**src/rtl/mips_debug_unit_if.sv**
```systemverilog
`default_nettype none
// ============================================================================
// Module   : mips_debug_unit_if
// Purpose  : Host byte stream, transmitter handshake and core control bundle
//            for the MIPS debug unit.
// Revision : 1.0
// ============================================================================
interface mips_debug_unit_if;
    logic [7:0]  rx_data;
    logic        rx_valid;
    logic [7:0]  tx_data;
    logic        tx_start;
    logic        tx_done;
    logic        halt_flag;
    logic [31:0] out_pc;
    logic        mips_enable;
    logic        mips_reset;
    logic        wea_ram_inst;
    logic [31:0] in_addr_mem_inst;
    logic [31:0] in_ins_to_mem;
    logic        busy;

    // Debug unit side: drives the core controls and the transmitter.
    modport master (
        input  rx_data, rx_valid, tx_done, halt_flag, out_pc,
        output tx_data, tx_start, mips_enable, mips_reset,
               wea_ram_inst, in_addr_mem_inst, in_ins_to_mem, busy
    );

    // Host/core side: supplies bytes, transmitter status and core state.
    modport slave (
        output rx_data, rx_valid, tx_done, halt_flag, out_pc,
        input  tx_data, tx_start, mips_enable, mips_reset,
               wea_ram_inst, in_addr_mem_inst, in_ins_to_mem, busy
    );
endinterface
`default_nettype wire

```
**src/rtl/mips_debug_unit.sv**
```systemverilog
`default_nettype none
// ============================================================================
// Module   : mips_debug_unit
// Purpose  : UART-byte-driven loader, run/step controller and PC/cycle
//            reporter for the pipelined MIPS core.
// Revision : 1.0
// ============================================================================
module mips_debug_unit (
    input  logic               clk,
    input  logic               reset,
    mips_debug_unit_if.master  bus
);
    localparam logic [7:0] CMD_LOAD = 8'h4C;
    localparam logic [7:0] CMD_RUN  = 8'h52;
    localparam logic [7:0] CMD_STEP = 8'h53;

    typedef enum logic [2:0] {
        S_IDLE      = 3'd0,
        S_LOAD_CNT  = 3'd1,
        S_LOAD_BYTE = 3'd2,
        S_LOAD_WR   = 3'd3,
        S_RUN       = 3'd4,
        S_STEP      = 3'd5,
        S_REP_SEND  = 3'd6,
        S_REP_WAIT  = 3'd7
    } state_t;

    state_t      state_q,    state_d;
    logic [31:0] addr_q,     addr_d;
    logic [31:0] ins_q,      ins_d;
    logic        wea_q,      wea_d;
    logic [31:0] asm_q,      asm_d;
    logic [8:0]  remain_q,   remain_d;
    logic [2:0]  idx_q,      idx_d;
    logic [31:0] cnt_q,      cnt_d;
    logic [63:0] shift_q,    shift_d;
    logic [7:0]  tx_data_q,  tx_data_d;
    logic        tx_start_q, tx_start_d;
    logic        en_q,       en_d;
    logic        mrst_q,     mrst_d;
    logic        busy_q,     busy_d;

    logic [31:0] cnt_inc;
    logic [31:0] word_next;

    assign cnt_inc   = cnt_q + 32'd1;
    assign word_next = {asm_q[23:0], bus.rx_data};

    always_comb begin
        state_d    = state_q;
        addr_d     = addr_q;
        ins_d      = ins_q;
        wea_d      = 1'b0;
        asm_d      = asm_q;
        remain_d   = remain_q;
        idx_d      = idx_q;
        cnt_d      = cnt_q;
        shift_d    = shift_q;
        tx_data_d  = tx_data_q;
        tx_start_d = 1'b0;
        en_d       = 1'b0;
        mrst_d     = mrst_q;

        case (state_q)
            S_IDLE: begin
                if (bus.rx_valid) begin
                    case (bus.rx_data)
                        CMD_LOAD: state_d = S_LOAD_CNT;
                        CMD_RUN:  state_d = S_RUN;
                        CMD_STEP: state_d = S_STEP;
                        default:  state_d = S_IDLE;
                    endcase
                end
            end
            S_LOAD_CNT: begin
                if (bus.rx_valid) begin
                    // A count byte of zero stands for a full 256-word image.
                    remain_d = (bus.rx_data == 8'd0) ? 9'd256 : {1'b0, bus.rx_data};
                    addr_d   = 32'd0;
                    cnt_d    = 32'd0;
                    idx_d    = 3'd0;
                    mrst_d   = 1'b1;
                    state_d  = S_LOAD_BYTE;
                end
            end
            S_LOAD_BYTE: begin
                if (bus.rx_valid) begin
                    asm_d = word_next;
                    if (idx_q == 3'd3) begin
                        idx_d   = 3'd0;
                        wea_d   = 1'b1;
                        ins_d   = word_next;
                        state_d = S_LOAD_WR;
                    end else begin
                        idx_d = idx_q + 3'd1;
                    end
                end
            end
            S_LOAD_WR: begin
                addr_d   = addr_q + 32'd4;
                remain_d = remain_q - 9'd1;
                if (remain_q == 9'd1) begin
                    mrst_d  = 1'b0;
                    state_d = S_IDLE;
                end else begin
                    state_d = S_LOAD_BYTE;
                end
            end
            S_RUN: begin
                if (!bus.halt_flag) begin
                    en_d  = 1'b1;
                    cnt_d = cnt_inc;
                end else begin
                    shift_d = {bus.out_pc, cnt_q};
                    idx_d   = 3'd0;
                    state_d = S_REP_SEND;
                end
            end
            S_STEP: begin
                // The snapshot must already include this step's cycle.
                if (!bus.halt_flag) begin
                    en_d    = 1'b1;
                    cnt_d   = cnt_inc;
                    shift_d = {bus.out_pc, cnt_inc};
                end else begin
                    shift_d = {bus.out_pc, cnt_q};
                end
                idx_d   = 3'd0;
                state_d = S_REP_SEND;
            end
            S_REP_SEND: begin
                tx_start_d = 1'b1;
                tx_data_d  = shift_q[63:56];
                state_d    = S_REP_WAIT;
            end
            S_REP_WAIT: begin
                if (bus.tx_done) begin
                    shift_d = {shift_q[55:0], 8'h00};
                    if (idx_q == 3'd7) begin
                        state_d = S_IDLE;
                    end else begin
                        idx_d   = idx_q + 3'd1;
                        state_d = S_REP_SEND;
                    end
                end
            end
            default: state_d = S_IDLE;
        endcase

        busy_d = (state_d != S_IDLE);
    end

    always_ff @(posedge clk or posedge reset) begin
        if (reset) begin
            state_q    <= S_IDLE;
            addr_q     <= 32'd0;
            ins_q      <= 32'd0;
            wea_q      <= 1'b0;
            asm_q      <= 32'd0;
            remain_q   <= 9'd0;
            idx_q      <= 3'd0;
            cnt_q      <= 32'd0;
            shift_q    <= 64'd0;
            tx_data_q  <= 8'd0;
            tx_start_q <= 1'b0;
            en_q       <= 1'b0;
            mrst_q     <= 1'b0;
            busy_q     <= 1'b0;
        end else begin
            state_q    <= state_d;
            addr_q     <= addr_d;
            ins_q      <= ins_d;
            wea_q      <= wea_d;
            asm_q      <= asm_d;
            remain_q   <= remain_d;
            idx_q      <= idx_d;
            cnt_q      <= cnt_d;
            shift_q    <= shift_d;
            tx_data_q  <= tx_data_d;
            tx_start_q <= tx_start_d;
            en_q       <= en_d;
            mrst_q     <= mrst_d;
            busy_q     <= busy_d;
        end
    end

    assign bus.tx_data          = tx_data_q;
    assign bus.tx_start         = tx_start_q;
    assign bus.mips_enable      = en_q;
    assign bus.mips_reset       = mrst_q;
    assign bus.wea_ram_inst     = wea_q;
    assign bus.in_addr_mem_inst = addr_q;
    assign bus.in_ins_to_mem    = ins_q;
    assign bus.busy             = busy_q;
endmodule
`default_nettype wire

```
**src/flat_wrapper.sv**
```systemverilog
// flat-port wrapper written by rule: the top's interface ports become plain ports
module mips_debug_unit_flat 
  (clk, reset, bus_rx_data, bus_rx_valid, bus_tx_done, bus_halt_flag, bus_out_pc, bus_tx_data, bus_tx_start, bus_mips_enable, bus_mips_reset, bus_wea_ram_inst, bus_in_addr_mem_inst, bus_in_ins_to_mem, bus_busy);
  mips_debug_unit_if bus_i ();
  input  logic clk;
  input  logic reset;
  input wire logic [$bits(bus_i.rx_data)-1:0] bus_rx_data;
  input wire logic [$bits(bus_i.rx_valid)-1:0] bus_rx_valid;
  input wire logic [$bits(bus_i.tx_done)-1:0] bus_tx_done;
  input wire logic [$bits(bus_i.halt_flag)-1:0] bus_halt_flag;
  input wire logic [$bits(bus_i.out_pc)-1:0] bus_out_pc;
  output wire logic [$bits(bus_i.tx_data)-1:0] bus_tx_data;
  output wire logic [$bits(bus_i.tx_start)-1:0] bus_tx_start;
  output wire logic [$bits(bus_i.mips_enable)-1:0] bus_mips_enable;
  output wire logic [$bits(bus_i.mips_reset)-1:0] bus_mips_reset;
  output wire logic [$bits(bus_i.wea_ram_inst)-1:0] bus_wea_ram_inst;
  output wire logic [$bits(bus_i.in_addr_mem_inst)-1:0] bus_in_addr_mem_inst;
  output wire logic [$bits(bus_i.in_ins_to_mem)-1:0] bus_in_ins_to_mem;
  output wire logic [$bits(bus_i.busy)-1:0] bus_busy;
  assign bus_i.rx_data = bus_rx_data;
  assign bus_i.rx_valid = bus_rx_valid;
  assign bus_i.tx_done = bus_tx_done;
  assign bus_i.halt_flag = bus_halt_flag;
  assign bus_i.out_pc = bus_out_pc;
  assign bus_tx_data = bus_i.tx_data;
  assign bus_tx_start = bus_i.tx_start;
  assign bus_mips_enable = bus_i.mips_enable;
  assign bus_mips_reset = bus_i.mips_reset;
  assign bus_wea_ram_inst = bus_i.wea_ram_inst;
  assign bus_in_addr_mem_inst = bus_i.in_addr_mem_inst;
  assign bus_in_ins_to_mem = bus_i.in_ins_to_mem;
  assign bus_busy = bus_i.busy;
  mips_debug_unit u_core (.clk(clk), .reset(reset), .bus(bus_i));
endmodule
```
**config.mk**
```make
export PLATFORM = sky130hd
export DESIGN_NAME = mips_debug_unit_flat
export DESIGN_NICKNAME = d
export VERILOG_FILES = /design/src/rtl/mips_debug_unit_if.sv /design/src/rtl/mips_debug_unit.sv /design/src/flat_wrapper.sv
export SDC_FILE = /design/constraint.sdc
export NUM_CORES = 1
export LEC_CHECK = 0
export BUFFER_PORTS_ARGS = -buffer_cell sky130_fd_sc_hd__clkbuf_2
export CORE_ASPECT_RATIO = 1.4
export CORE_UTILIZATION = 50
export CTS_BUF_LIST = sky130_fd_sc_hd__clkbuf_4 sky130_fd_sc_hd__clkbuf_8
export DETAILED_ROUTE_END_ITERATION = 8
export PLACE_DENSITY = 0.79
export SETUP_SLACK_MARGIN = 0.3
export SLEW_MARGIN = 20
export SYNTH_ARGS = -nofsm -noshare
export SYNTH_HDL_FRONTEND = slang
export SYNTH_SLANG_ARGS = --single-unit
```
**constraint.sdc**
```tcl
create_clock -name clk -period 16.55 [get_ports clk]
set_input_delay 2.4825 -clock clk [delete_from_list [all_inputs] [get_ports clk]]
set_output_delay 2.4825 -clock clk [all_outputs]
set_load 0.01 [all_outputs]
```
==> Word level (Yosys, flattened, before mapping) <==
Index checks and enable logic that the tools add are counted.
{ "op_classes": {"n_eq_ne": 20, "add_sub_neg": 4, "muxes": 37, "n_reduce_logical": 15} }
{ "ops": {"columns": ["operator", "count"], "rows": [
  ["one-hot mux 64 bit (3 select lines)", 1],
  ["2-to-1 mux 64 bit", 2],
  ["one-hot mux 32 bit (2 select lines)", 2],
  ["2-to-1 mux 32 bit", 3],
  ["2-to-1 mux 3 bit", 13],
  ["adder 32 x 1 -> 32 bit (second input constant)", 1],
  ["adder 32 x 3 -> 32 bit (second input constant)", 1],
  ["== test 8 x 7 -> 1 bit (second input constant)", 3],
  ["one-hot mux 3 bit (8 select lines)", 1],
  ["2-to-1 mux 9 bit", 2],
  ["one-hot mux 9 bit (2 select lines)", 1],
  ["== test 3 bit (second input constant)", 5],
  ["one-hot mux 3 bit (5 select lines)", 1],
  ["!= test 2 bit (second input constant)", 6],
  ["AND reduction 3 bit", 4],
  ["== test 3 x 2 -> 1 bit (second input constant)", 3],
  ["== test 9 x 1 -> 1 bit (second input constant)", 1],
  ["one-hot mux 3 bit (3 select lines)", 1],
  ["subtractor 9 x 1 -> 9 bit (second input constant)", 1],
  ["logical NOT 8 bit", 1],
  ["2-to-1 mux 1 bit", 8],
  ["AND reduction 6 bit", 1],
  ["nonzero test 3 bit", 2],
  ["nonzero test 5 bit", 1],
  ["9 further kinds", 11]
]} }
{ "totals": {"in_bits": 45, "wordCells": 90, "ff_bits": 212} }

==> Logic depth before layout (Yosys ltp) <==
Gate-level depths: netlist (run 1).
{ "logic_depth": {"depth_word": 5, "depth_mapped": 8, "depth_no_buf": 7} }

==> Least setup slack after synthesis (run 1) <==
Ideal clock, no wire load.
{ "synth_path": {"path_type": "input port to flip-flop", "from": "in bus_halt_flag", "to": "reg u_core.shift_q[5]", "setup_slack_ns": 12.677, "cell_stages": 7, "setup_time_ns": 0.065, "required_time_ns": 16.485, "t_arrival_ns": 3.808, "path_cell_list": "buf_2 clkinv_1 o21ai_1 buf_2 o21ai_0 o311ai_0 o21a_1"} }
{ "synth_via": {"elab_chain_cells": 2, "word_cells_on_any_way": 4, "cone_classes": "eq/ne (1); mux (2); reduce/logical (1)"} }
{ "synth_rtl": {"columns": ["item", "line_no", "rtl"], "rows": [
  ["start: declaration", "flat_wrapper.sv:10", "input wire logic [$bits(bus_i.halt_flag)-1:0] bus_halt_flag;"],
  ["2-to-1 mux 32 bit or != test 2 bit (tied branches)", null, null],
  ["one-hot mux 64 bit (3 select lines) or AND reduction 3 bit (tied branches)", null, null],
  ["end signal: assignment", "mips_debug_unit.sv:178", "shift_q <= shift_d;"],
  ["end: declaration", "mips_debug_unit.sv:36", "logic [63:0] shift_q, shift_d;"]
]} }
Parallel ways exist; a longest one is shown, timed or not.
A chain may end at the register's enable or synchronous reset.

==> Final worst setup path (run 1) <==
{ "layout_path": {"from": "in bus_halt_flag", "to": "reg u_core.shift_q[29]"} }
The elaborated chain is that of the path after synthesis.

==> results of run 1 <==
==> through the flow <==
step	cell area (sq um)	total power, W
2_1_floorplan	10300	0.00111
3_3_place_gp	11000	0.00125
3_5_place_dp	11000	0.00127
4_1_cts	11700	0.00174
5_1_grt	11700	0.00184
6_report	11700	0.00173
==> placed cells by master (no fill, tap or decap), types with 12 or more instances in the layout <==
master / synthesis / layout
or3_1: 12 / 12
clkbuf_8: 0 / 40
and3_1: 19 / 18
o21ai_0: 70 / 70
a31oi_1: 44 / 44
inv_1: 26 / 25
o311ai_0: 12 / 12
o211ai_1: 12 / 12
mux2_2: 59 / 59
a21oi_1: 39 / 39
a221oi_1: 12 / 12
nand4_1: 17 / 17
buf_4: 2 / 14
nand2_1: 165 / 165
nand3_1: 52 / 52
dfrtp_1: 210 / 210
nor2_1: 90 / 89
mux2i_1: 18 / 18
clkbuf_2: 1 / 119
==> layout make-up <==
type | count | area [sq um]
fill | 1709 | 8270
sequential | 210 | 5260
multi-input combinational | 759 | 4630
timing repair buffer | 133 | 701
clock buffer | 50 | 626
tap | 252 | 315
inverter | 30 | 125
clock inverter | 8 | 76.3
==> tightest hold or removal path, cell delays in order (launching register included) <==
cell	delay, ps
dfrtp_1	340
nand2_1	50
nand2_1	50
==> power by group through the flow <==
stage	Sequential [W]	Combinational, W	Clock (W)
floorplan	0.000786	0.000325	0
global placement	0.000808	0.000437	0
detailed placement	0.000817	0.000452	0
CTS	0.000809	0.000455	0.000477
global route	0.000832	0.000506	0.000499
finish	0.000812	0.000452	0.000467
==> layer usage <==
metal  global-route usage [%]  vias up
li1                         -     4057
met2                     40.6      343
met1                     28.7     4190
met4                     12.2        0
met5                        0        -
met3                     5.05       71
==> state kept, by name (all words and copies together) (netlist names) <==
| register | cells |
|---|---|
| u_core.remain_q | 9 |
| u_core.asm_q | 24 |
| u_core.bus.tx_start | 1 |
| u_core.idx_q | 3 |
| u_core.shift_q | 64 |
| u_core.bus.in_ins_to_mem | 32 |
| u_core.bus.tx_data | 8 |
| u_core.cnt_q | 32 |
| u_core.state_q | 3 |
| u_core.bus.wea_ram_inst | 1 |
| u_core.bus.in_addr_mem_inst | 30 |
| u_core.bus.mips_enable | 1 |
| u_core.bus.busy | 1 |
| u_core.bus.mips_reset | 1 |
==> worst min path at each step <==
stage,start,to,cells past startpoint
3_3_place_gp,u_core.shift_q[63],u_core.bus.tx_data[7],2
6_report,u_core.shift_q[57],u_core.bus.tx_data[1],2
4_1_cts,u_core.shift_q[57],u_core.bus.tx_data[1],2
5_1_grt,u_core.shift_q[60],u_core.bus.tx_data[4],2
3_5_place_dp,u_core.bus.tx_data[7],u_core.bus.tx_data[7],2
2_1_floorplan,u_core.shift_q[56],u_core.bus.tx_data[0],2
==> cell families (layout without fill, tap and decap cells) <==
kind of cell    after synthesis  in the layout  share of synthesized area, %
simple gates                414            414                          19.4
xor+xnor                     11             11                         0.935
flops                       210            210                          51.0
buf+inv                     103            221                          4.26
compound gates              247            247                          15.3
mux                          77             77                          8.19
other cells                   1              2                        0.0364
fa+ha+maj                     8              8                         0.971
==> results.tsv, run 1 <==
stage	metric	value	unit
outcome	status	complete, no violations	
clock_tree	cts_tree	yes	
worst_setup_path	crit_required	16930	ps
detailed_routing	vias	8661	
sta	finalCritPeriodShare	25.0	%
floorplan	num_io_pins	122	
floorplan	start_util	51.5	%
power	power_leakage	5.41	nW
synthesis	seq_area_frac_synth	51.0	%
synthesis	syn_area	10300	sq um
detailed_routing	met1_length	10300	um
grt	grt_pass1_vias	8357	
synthesis	ys_warn_count	0	
worst_setup_path	rr_endpoint	u_core.bus.in_ins_to_mem[13]	
worst_setup_path	worstSetupEndpoint	u_core.shift_q[29]	
worst_setup_path	start_kind	input port	
sta	layout_setup_ws	12410	ps
layout	nets	1221	
detailed_routing	routed_wl	25300	um
synthesis	synthTopCellsByCount	dfrtp_1, nand2_1, nor2_1	
synthesis	yosysTopAreaCell	dfrtp_1	
layout	diodes	0	
detailed_routing	ant_nets	0	
worst_setup_path	critPathKind	input port to flop	
floorplan	die_h	172	um
worst_hold_path	hp-class	flop to flop	
grt	grt_pass1_wl	40600	um
sta	fin_setup_tns	0	ps
synthesis	synth.most_common_cell	dfrtp_1	
grt	grt_overflow	0	
sta	tightest_slew	968	ps
detailed_routing	post-route-drc-count	0	
worst_setup_path	crit_path_cell_trace	clkbuf_2 > clkinv_1 > o21ai_1 > buf_4 > a221o_1 > o21ai_0 > o311ai_0	
clock_tree	cts-htree-levels	2	
detailed_routing	wire_per_inst	17.5	um
power	p_sw_share	35.3	%
sta	rsz0062_at_grt	false	
worst_setup_path	slowest_delay	750	ps
sta	hold_violations	0	
worst_setup_path	slowest_stage	o21ai_1	
clock_tree	cts_hold_buf	0	
sta	setup_violations	0	
layout	fin_util	58.7	%
synthesis	synth_edf_count	0	
detailed_routing	wl_met3	1660	um
placed_design	dpl_worst_slack	11510	ps
power	p_sw	0.000611	W
synthesis	ys_top_cells_by_area	dfrtp_1, mux2_2, nand2_1	
grt	antenna_found_initial	0	
synthesis	ys_ff_latch	210	
floorplan	dieArea	21200	sq um
clock_tree	cts_resized	0	
detailed_routing	dr_wl_met2	12500	um
run	cap_violations	0	
clock_tree	cts.clk_slew.worst_paths	60	ps
sta	fin_worst_skew	19.8	ps
placed_design	portBuffers	119	
placed_design	dp_hpwl	16400	um
sta	fmax	241	MHz
floorplan	die_width	123	um
sta	slew_headroom	35.1	%
synthesis	yosysUniqueCellTypes	66	
power	clkPwrFrac	27.0	%
synthesis	synthCells	1071	
worst_setup_path	cp_top_family	compound AO/OA/AOI/OAI gates	
power	internal-power	0.00112	W
floorplan	coreArea	20000	sq um
grt	grt_max_degree	146	
detailed_routing	dr.max_layer_used	met4	
sta	fin_crit	4140	ps
clock_tree	clkLatencyLatePin	530	ps
detailed_routing	drt-pass1-iter-count	5	
synthesis	ys_async_sr_fraction	100	%
placed_design	gp_congestion	0.847	
clock_tree	post_cts_buffers	0	
clock_tree	cts_buffer_depth	3	
layout	area.growth.synth_to_final	13.8	%
worst_setup_path	reg2regPathDepth	5	
worst_setup_path	worst_ep_arrival_time	4520	ps
worst_setup_path	critical_path.startpoint	bus_halt_flag	
worst_setup_path	path_max_fanout	12	
worst_setup_path	crit_path_end_kind	flop	
floorplan	rows	61	
synthesis	syn_avg_cell_area	9.62	sq um
placed_design	dp_cells	1384	
power	peakVddDrop	0.0875	mV
sta	drv_slew	0	
synthesis	yosysTopAreaCellShare	51.0	%
power	p_seq_share	46.9	%
sta	hold_ws	471	ps
detailed_routing	drt-initial-drc-count	586	
worst_setup_path	rrSetupSlack	13650	ps
detailed_routing	via_per_inst	6.01	
power	comb_power_share	26.1	%
clock_tree	numCtsBuffers	34	
synthesis	synthFlopType	dfrtp_1	
worst_setup_path	reg2reg_from	u_core.state_q[0]	
power	power_density	148	nW/um^2
clock_tree	root_buffer	clkbuf_8	
layout	drive_above_1_share	22.6	%
worst_setup_path	cp.buffers_inverters	3	
clock_tree	numClockSinks	210	
worst_setup_path	path_depth	7	
grt	grt_usage	24.0	%
layout	stdcell_count	1442	
(Power assumes the default switching activity.)
==> inputs of run 2 (changes only) <==
Clock period 16.55 ns to 3.9 ns, I/O delays scaled along.
==> run 2 against run 1 <==
Compared with the run above: utilization rose by 0.22 points; critical path depth down 4; sequential cell count did not move; clock skew increased by 22 ps.
==> results.tsv, run 2 (synthesis gave the netlist of run 1 again) <==
stage	metric	value	unit
worst_setup_path	worst_ep_arrival_time	3210	ps
clock_tree	root_buffer	clkbuf_8	
layout	diodes	0	
power	power_leakage	5.43	nW
clock_tree	numClockSinks	210	
floorplan	die_width	123	um
outcome	status	complete, no violations	
detailed_routing	via_per_inst	6.07	
worst_setup_path	crit_required	4370	ps
layout	largest-register	u_core.shift_q	
sta	finalCritPeriodShare	70.3	%
detailed_routing	ant_nets	0	
clock_tree	cts_hold_buf	0	
power	peakVddDrop	0.412	mV
worst_setup_path	rrSetupSlack	1160	ps
detailed_routing	routed_wl	25500	um
layout	stdcell_count	1446	
floorplan	dieArea	21200	sq um
floorplan	coreArea	20000	sq um
clock_tree	cts.clk_slew.worst_paths	70	ps
grt	grt_overflow	0	
layout	drive_above_1_share	22.8	%
clock_tree	cts_tree	yes	
sta	fin_worst_skew	41.7	ps
floorplan	start_util	51.5	%
sta	slew_headroom	34.3	%
sta	rsz0062_at_grt	false	
clock_tree	clkLatencyLatePin	540	ps
grt	grt_usage	24.2	%
detailed_routing	post-route-drc-count	0	
sta	hold_violations	0	
sta	fin_setup_tns	0	ps
sta	tightest_slew	980	ps
grt	grt_pass1_wl	40800	um
clock_tree	cts_buffer_depth	3	
layout	final_cell_mix	dfrtp_1, nand2_1, clkbuf_2	
layout	nets	1226	
floorplan	die_h	172	um
worst_setup_path	reg2regPathDepth	3	
worst_hold_path	hp-class	input port to asynchronous set/reset pin	
layout	fin_util	58.9	%
floorplan	num_io_pins	122	
worst_setup_path	critPathKind	flop to flop	
grt	grt_max_degree	100	
sta	setup_violations	0	
placed_design	dp_cells	1389	
sta	fin_crit	2740	ps
clock_tree	cts_resized	0	
placed_design	portBuffers	119	
grt	grt_pass1_vias	8417	
worst_setup_path	crit_path_end_kind	flop	
placed_design	gp_congestion	0.880	
run	cap_violations	0	
floorplan	rows	61	
sta	fmax	365	MHz
power	power_density	622	nW/um^2
worst_setup_path	reg2reg_from	u_core.state_q[1]	
layout	mostFrequentLayoutCell	dfrtp_1	
worst_setup_path	path_max_fanout	28	
detailed_routing	drt-pass1-iter-count	5	
clock_tree	numCtsBuffers	34	
detailed_routing	vias	8780	
layout	area.growth.synth_to_final	14.2	%
worst_setup_path	rr_endpoint	u_core.shift_q[5]	
placed_design	dp_hpwl	16700	um
clock_tree	cts-htree-levels	2	
clock_tree	post_cts_buffers	0	
layout	largest_reg_flops	64	
worst_setup_path	start_kind	flop	
detailed_routing	drt-initial-drc-count	508	
grt	antenna_found_initial	0	
worst_setup_path	critical_path.startpoint	u_core.state_q[1]	
sta	drv_slew	0	
layout	n_fill_cell	1713	
detailed_routing	wire_per_inst	17.6	um
## run 2: changes by cell type in the layout (fill, tap and decap cells not counted), sizes merged
cell    delta
clkinv     -2
clkbuf     +2
bufinv     -1
buf        +5
## run 2: critical path, cell delays in order, from the launching register on
cell	delay (ps)
dfrtp_1	680
nand4bb_1	1010
o311ai_0	770
o21a_1	200
## run 2: how the worst max path moves through the flow
stage	end	cells after the start
after detailed placement	u_core.shift_q[46]	7
after global placement	u_core.shift_q[5]	6
final	u_core.shift_q[5]	3
after CTS	u_core.shift_q[5]	3
after global routing	u_core.shift_q[27]	4
after floorplan	u_core.asm_q[0]	1
## run 2: metrics by stage
step / cell area (sq um) / worst slack, ps / total power (W) / hold WS [ps]
final: 11800 / 1160 / 0.00732 / 108
after global routing: 11800 / 1050 / 0.00778 / 151
after CTS: 11800 / 1270 / 0.00736 / 111
after detailed placement: 11100 / 1250 / 0.00541 / 461
after global placement: 11100 / 1330 / 0.00530 / 451
after floorplan: 10300 / 587 / 0.00472 / 439
## run 2: final cells by class
| class | count | area, sq um | area share [%] |
|---|---|---|---|
| sequential | 210 | 5260 | 44.6 |
| multi-input combinational | 759 | 4630 | 39.3 |
| timing repair buffer | 138 | 776 | 6.59 |
| clock buffer | 52 | 647 | 5.49 |
| tap | 252 | 315 | 2.68 |
| inverter | 30 | 116 | 0.988 |
| clock inverter | 5 | 33.8 | 0.287 |
## run 2: metal layers
layer	vias up	global-route usage, %	share of wire, %
met5	-	0	0
met4	0	12.4	3.9
met3	76	4.58	6.6
met2	332	41.9	50
met1	4304	28.4	39
li1	4068	-	-
## run 2: where the power goes
part	leakage (nW)	total (W)	switching (W)	internal, W
Combinational	2.45	0.00194	0.00113	0.000807
Clock	0.358	0.00191	0.000858	0.00106
Sequential	2.62	0.00346	0.000599	0.00286
==> inputs of run 3 (changes only) <==
Settings changed: PLACE_DENSITY 0.79 to 0.82.
Clock period 3.9 ns to 2.2 ns, I/O delays scaled along.
==> run 3 against run 2 <==
Compared with the run above: critical endpoint is now u_core.shift_q[9]; wire length up 10%; critical path depth rose by 5; largest power group unchanged; clock skew shrank 9.1 ps; global-route usage up 1.3 points; sequential cell count stayed put; first-iteration DRC count is 54% higher; utilization grew 4.4 points; largest cell class unchanged.
==> results.tsv, run 3 (synthesis gave the netlist of run 1 again) <==
stage	metric	value	unit
layout	fin_area	12700	sq um
layout	n_fill_cell	1559	
detailed_routing	drt-initial-drc-count	784	
sta	fin_worst_skew	32.7	ps
detailed_routing	post-route-drc-count	0	
worst_setup_path	critPathKind	flop to flop	
clock_tree	root_buffer	clkbuf_8	
worst_setup_path	start_kind	flop	
clock_tree	clkLatencyLatePin	540	ps
sta	fin_crit	2030	ps
layout	largest-register	u_core.shift_q	
power	peakVddDrop	0.738	mV
floorplan	die_h	172	um
grt	grt_overflow	0	
placed_design	portBuffers	119	
layout	drive_above_1_share	30.4	%
power	p_sw	0.00484	W
clock_tree	cts-htree-levels	2	
worst_setup_path	rrSetupSlack	170	ps
floorplan	coreArea	20000	sq um
sta	fin_setup_tns	0	ps
floorplan	die_width	123	um
grt	grt_pass1_vias	8847	
layout	final_cell_mix	dfrtp_1, nand2_1, clkbuf_2	
grt	met3_usage	5.61	%
power	power_density	1070	nW/um^2
layout	register_area	5270	sq um
sta	fmax	492	MHz
grt	grt_usage	25.5	%
power	clkPwrFrac	26.0	%
detailed_routing	via_per_inst	6.14	
placed_design	gp_congestion	0.887	
layout	multiInputGateArea	4790	sq um
clock_tree	numClockSinks	210	
worst_setup_path	slowest_delay	440	ps
detailed_routing	routed_wl	28200	um
detailed_routing	ant_nets	0	
detailed_routing	vias	9327	
worst_hold_path	hp-class	input port to flop	
layout	area.growth.synth_to_final	22.8	%
worst_setup_path	slowest_stage	dfrtp_1	
worst_setup_path	rr_endpoint	u_core.shift_q[9]	
power	internal-power	0.00876	W
sta	hold_ws	50.6	ps
floorplan	rows	61	
grt	met1_usage	29.0	%
sta	tightest_slew	617	ps
clock_tree	numCtsBuffers	35	
worst_hold_path	hold_depth	3	
grt	met2_usage	45.2	%
sta	rsz0062_at_grt	true	
worst_hold_path	min-delay-start	bus_out_pc[18]	
worst_setup_path	worst_ep_arrival_time	2440	ps
placed_design	place_area	11400	sq um
sta	setup_violations	0	
worst_setup_path	reg2reg_from	u_core.cnt_q[3]	
grt	grt_max_degree	107	
floorplan	num_io_pins	122	
sta	drv_slew	0	
layout	nets	1300	
worst_setup_path	crit_required	2610	ps
layout	largest_reg_flops	64	
floorplan	dieArea	21200	sq um
sta	slew_headroom	58.9	%
worst_setup_path	crit_path_cell_trace	nand4_1 > buf_6 > buf_4 > buf_4 > nor4_1 > xor2_1 > a221oi_1 > o21ai_0	
sta	hold_violations	0	
run	cap_violations	0	
worst_setup_path	cp_common_cell	buf_4	
grt	grt_busiest_layer	met2	
clock_tree	cts.clk_slew.worst_paths	60	ps
floorplan	start_util	51.5	%
power	p_sw_share	35.6	%
detailed_routing	wire_per_inst	18.5	um
worst_setup_path	crit_path_end_kind	flop	
sta	finalCritPeriodShare	92.4	%
power	power_leakage	5.93	nW
layout	diodes	0	
detailed_routing	drt-pass1-iter-count	5	
power	comb_power_share	29.1	%
clock_tree	cts_tree	yes	
worst_setup_path	path_max_fanout	4	
grt	grt_pass1_wl	43000	um
worst_setup_path	reg2regPathDepth	8	
power	total_power	0.0136	W
worst_hold_path	hold_path_end	u_core.shift_q[50]	
power	p_seq_share	44.9	%
clock_tree	cts_buffer_depth	3	
grt	antenna_found_initial	0	
layout	mostFrequentLayoutCell	dfrtp_1	
placed_design	dp_hpwl	17700	um
outcome	status	complete, no violations	
run 3: changes by cell type in the layout (fill, tap and decap cells not counted), sizes merged:
| cell | change |
|---|---|
| buf | +71 |
| clkbuf | +2 |
| clkinvlp | -2 |
| clkinv | +1 |
| dlygate4sd3 | +1 |
| inv | +1 |
run 3: power groups by stage:
stage | Combinational (W) | Clock (W) | Sequential (W)
final | 0.00396 | 0.00354 | 0.00610
after global routing | 0.00440 | 0.00376 | 0.00625
after CTS | 0.00373 | 0.00358 | 0.00605
after detailed placement | 0.00365 | 0 | 0.00611
after global placement | 0.00349 | 0 | 0.00603
after floorplan | 0.00245 | 0 | 0.00592
run 3: metal layers:
metal / wire length (um) / vias to the layer above / share of wire (%)
met2: 14400 / 448 / 51
met4: 1230 / 0 / 4.4
met5: 0 / - / 0
met1: 10400 / 4562 / 37
met3: 2080 / 102 / 7.4
li1: - / 4215 / -
run 3: per-stage QoR:
step,utilization [%],setup WS [ps],instances
2_1_floorplan,-,-858,1072
4_1_cts,61.3,255,1494
3_5_place_dp,57.1,119,1424
6_report,63.3,168,1520
3_3_place_gp,57.1,189,1424
5_1_grt,63.3,-38.9,1520
run 3: area by class of cell:
class	instances	area share [%]
multi-input cells	759	37.8
inverters	30	0.919
flip-flops and latches	210	41.6
clock buffers	53	5.32
well taps	252	2.49
clock inverters	5	0.287
repair buffers	211	11.5
run 3: critical path: cells and delay by family (launching register included):
family | cells | cell delay [ps]
AND/OR/NAND/NOR | 2 | 500
buffers and inverters | 3 | 440
flip-flops | 1 | 440
AO/OA/AOI/OAI | 2 | 410
XOR/XNOR | 1 | 130
run 3: how the worst max path moves through the flow:
stage / startpoint / endpoint / slack (ps) / cells after the start
6_report: u_core.cnt_q[3] / u_core.shift_q[9] / 170 / 8
5_1_grt: u_core.cnt_q[3] / u_core.shift_q[10] / -40 / 7
4_1_cts: u_core.cnt_q[3] / u_core.cnt_q[20] / 250 / 6
3_5_place_dp: u_core.cnt_q[1] / u_core.cnt_q[26] / 120 / 7
3_3_place_gp: u_core.cnt_q[1] / u_core.cnt_q[26] / 190 / 7
2_1_floorplan: reset / u_core.asm_q[0] / -860 / 1
run 3: timing repair:
action,in CTS,in global routing
endpoints found under the hold margin,11,0
gates cloned,1,2
pin swaps,7,17
gates resized for setup,21,57
setup buffers,10,24
endpoints found under the setup margin,121,108
hold buffers,1,0
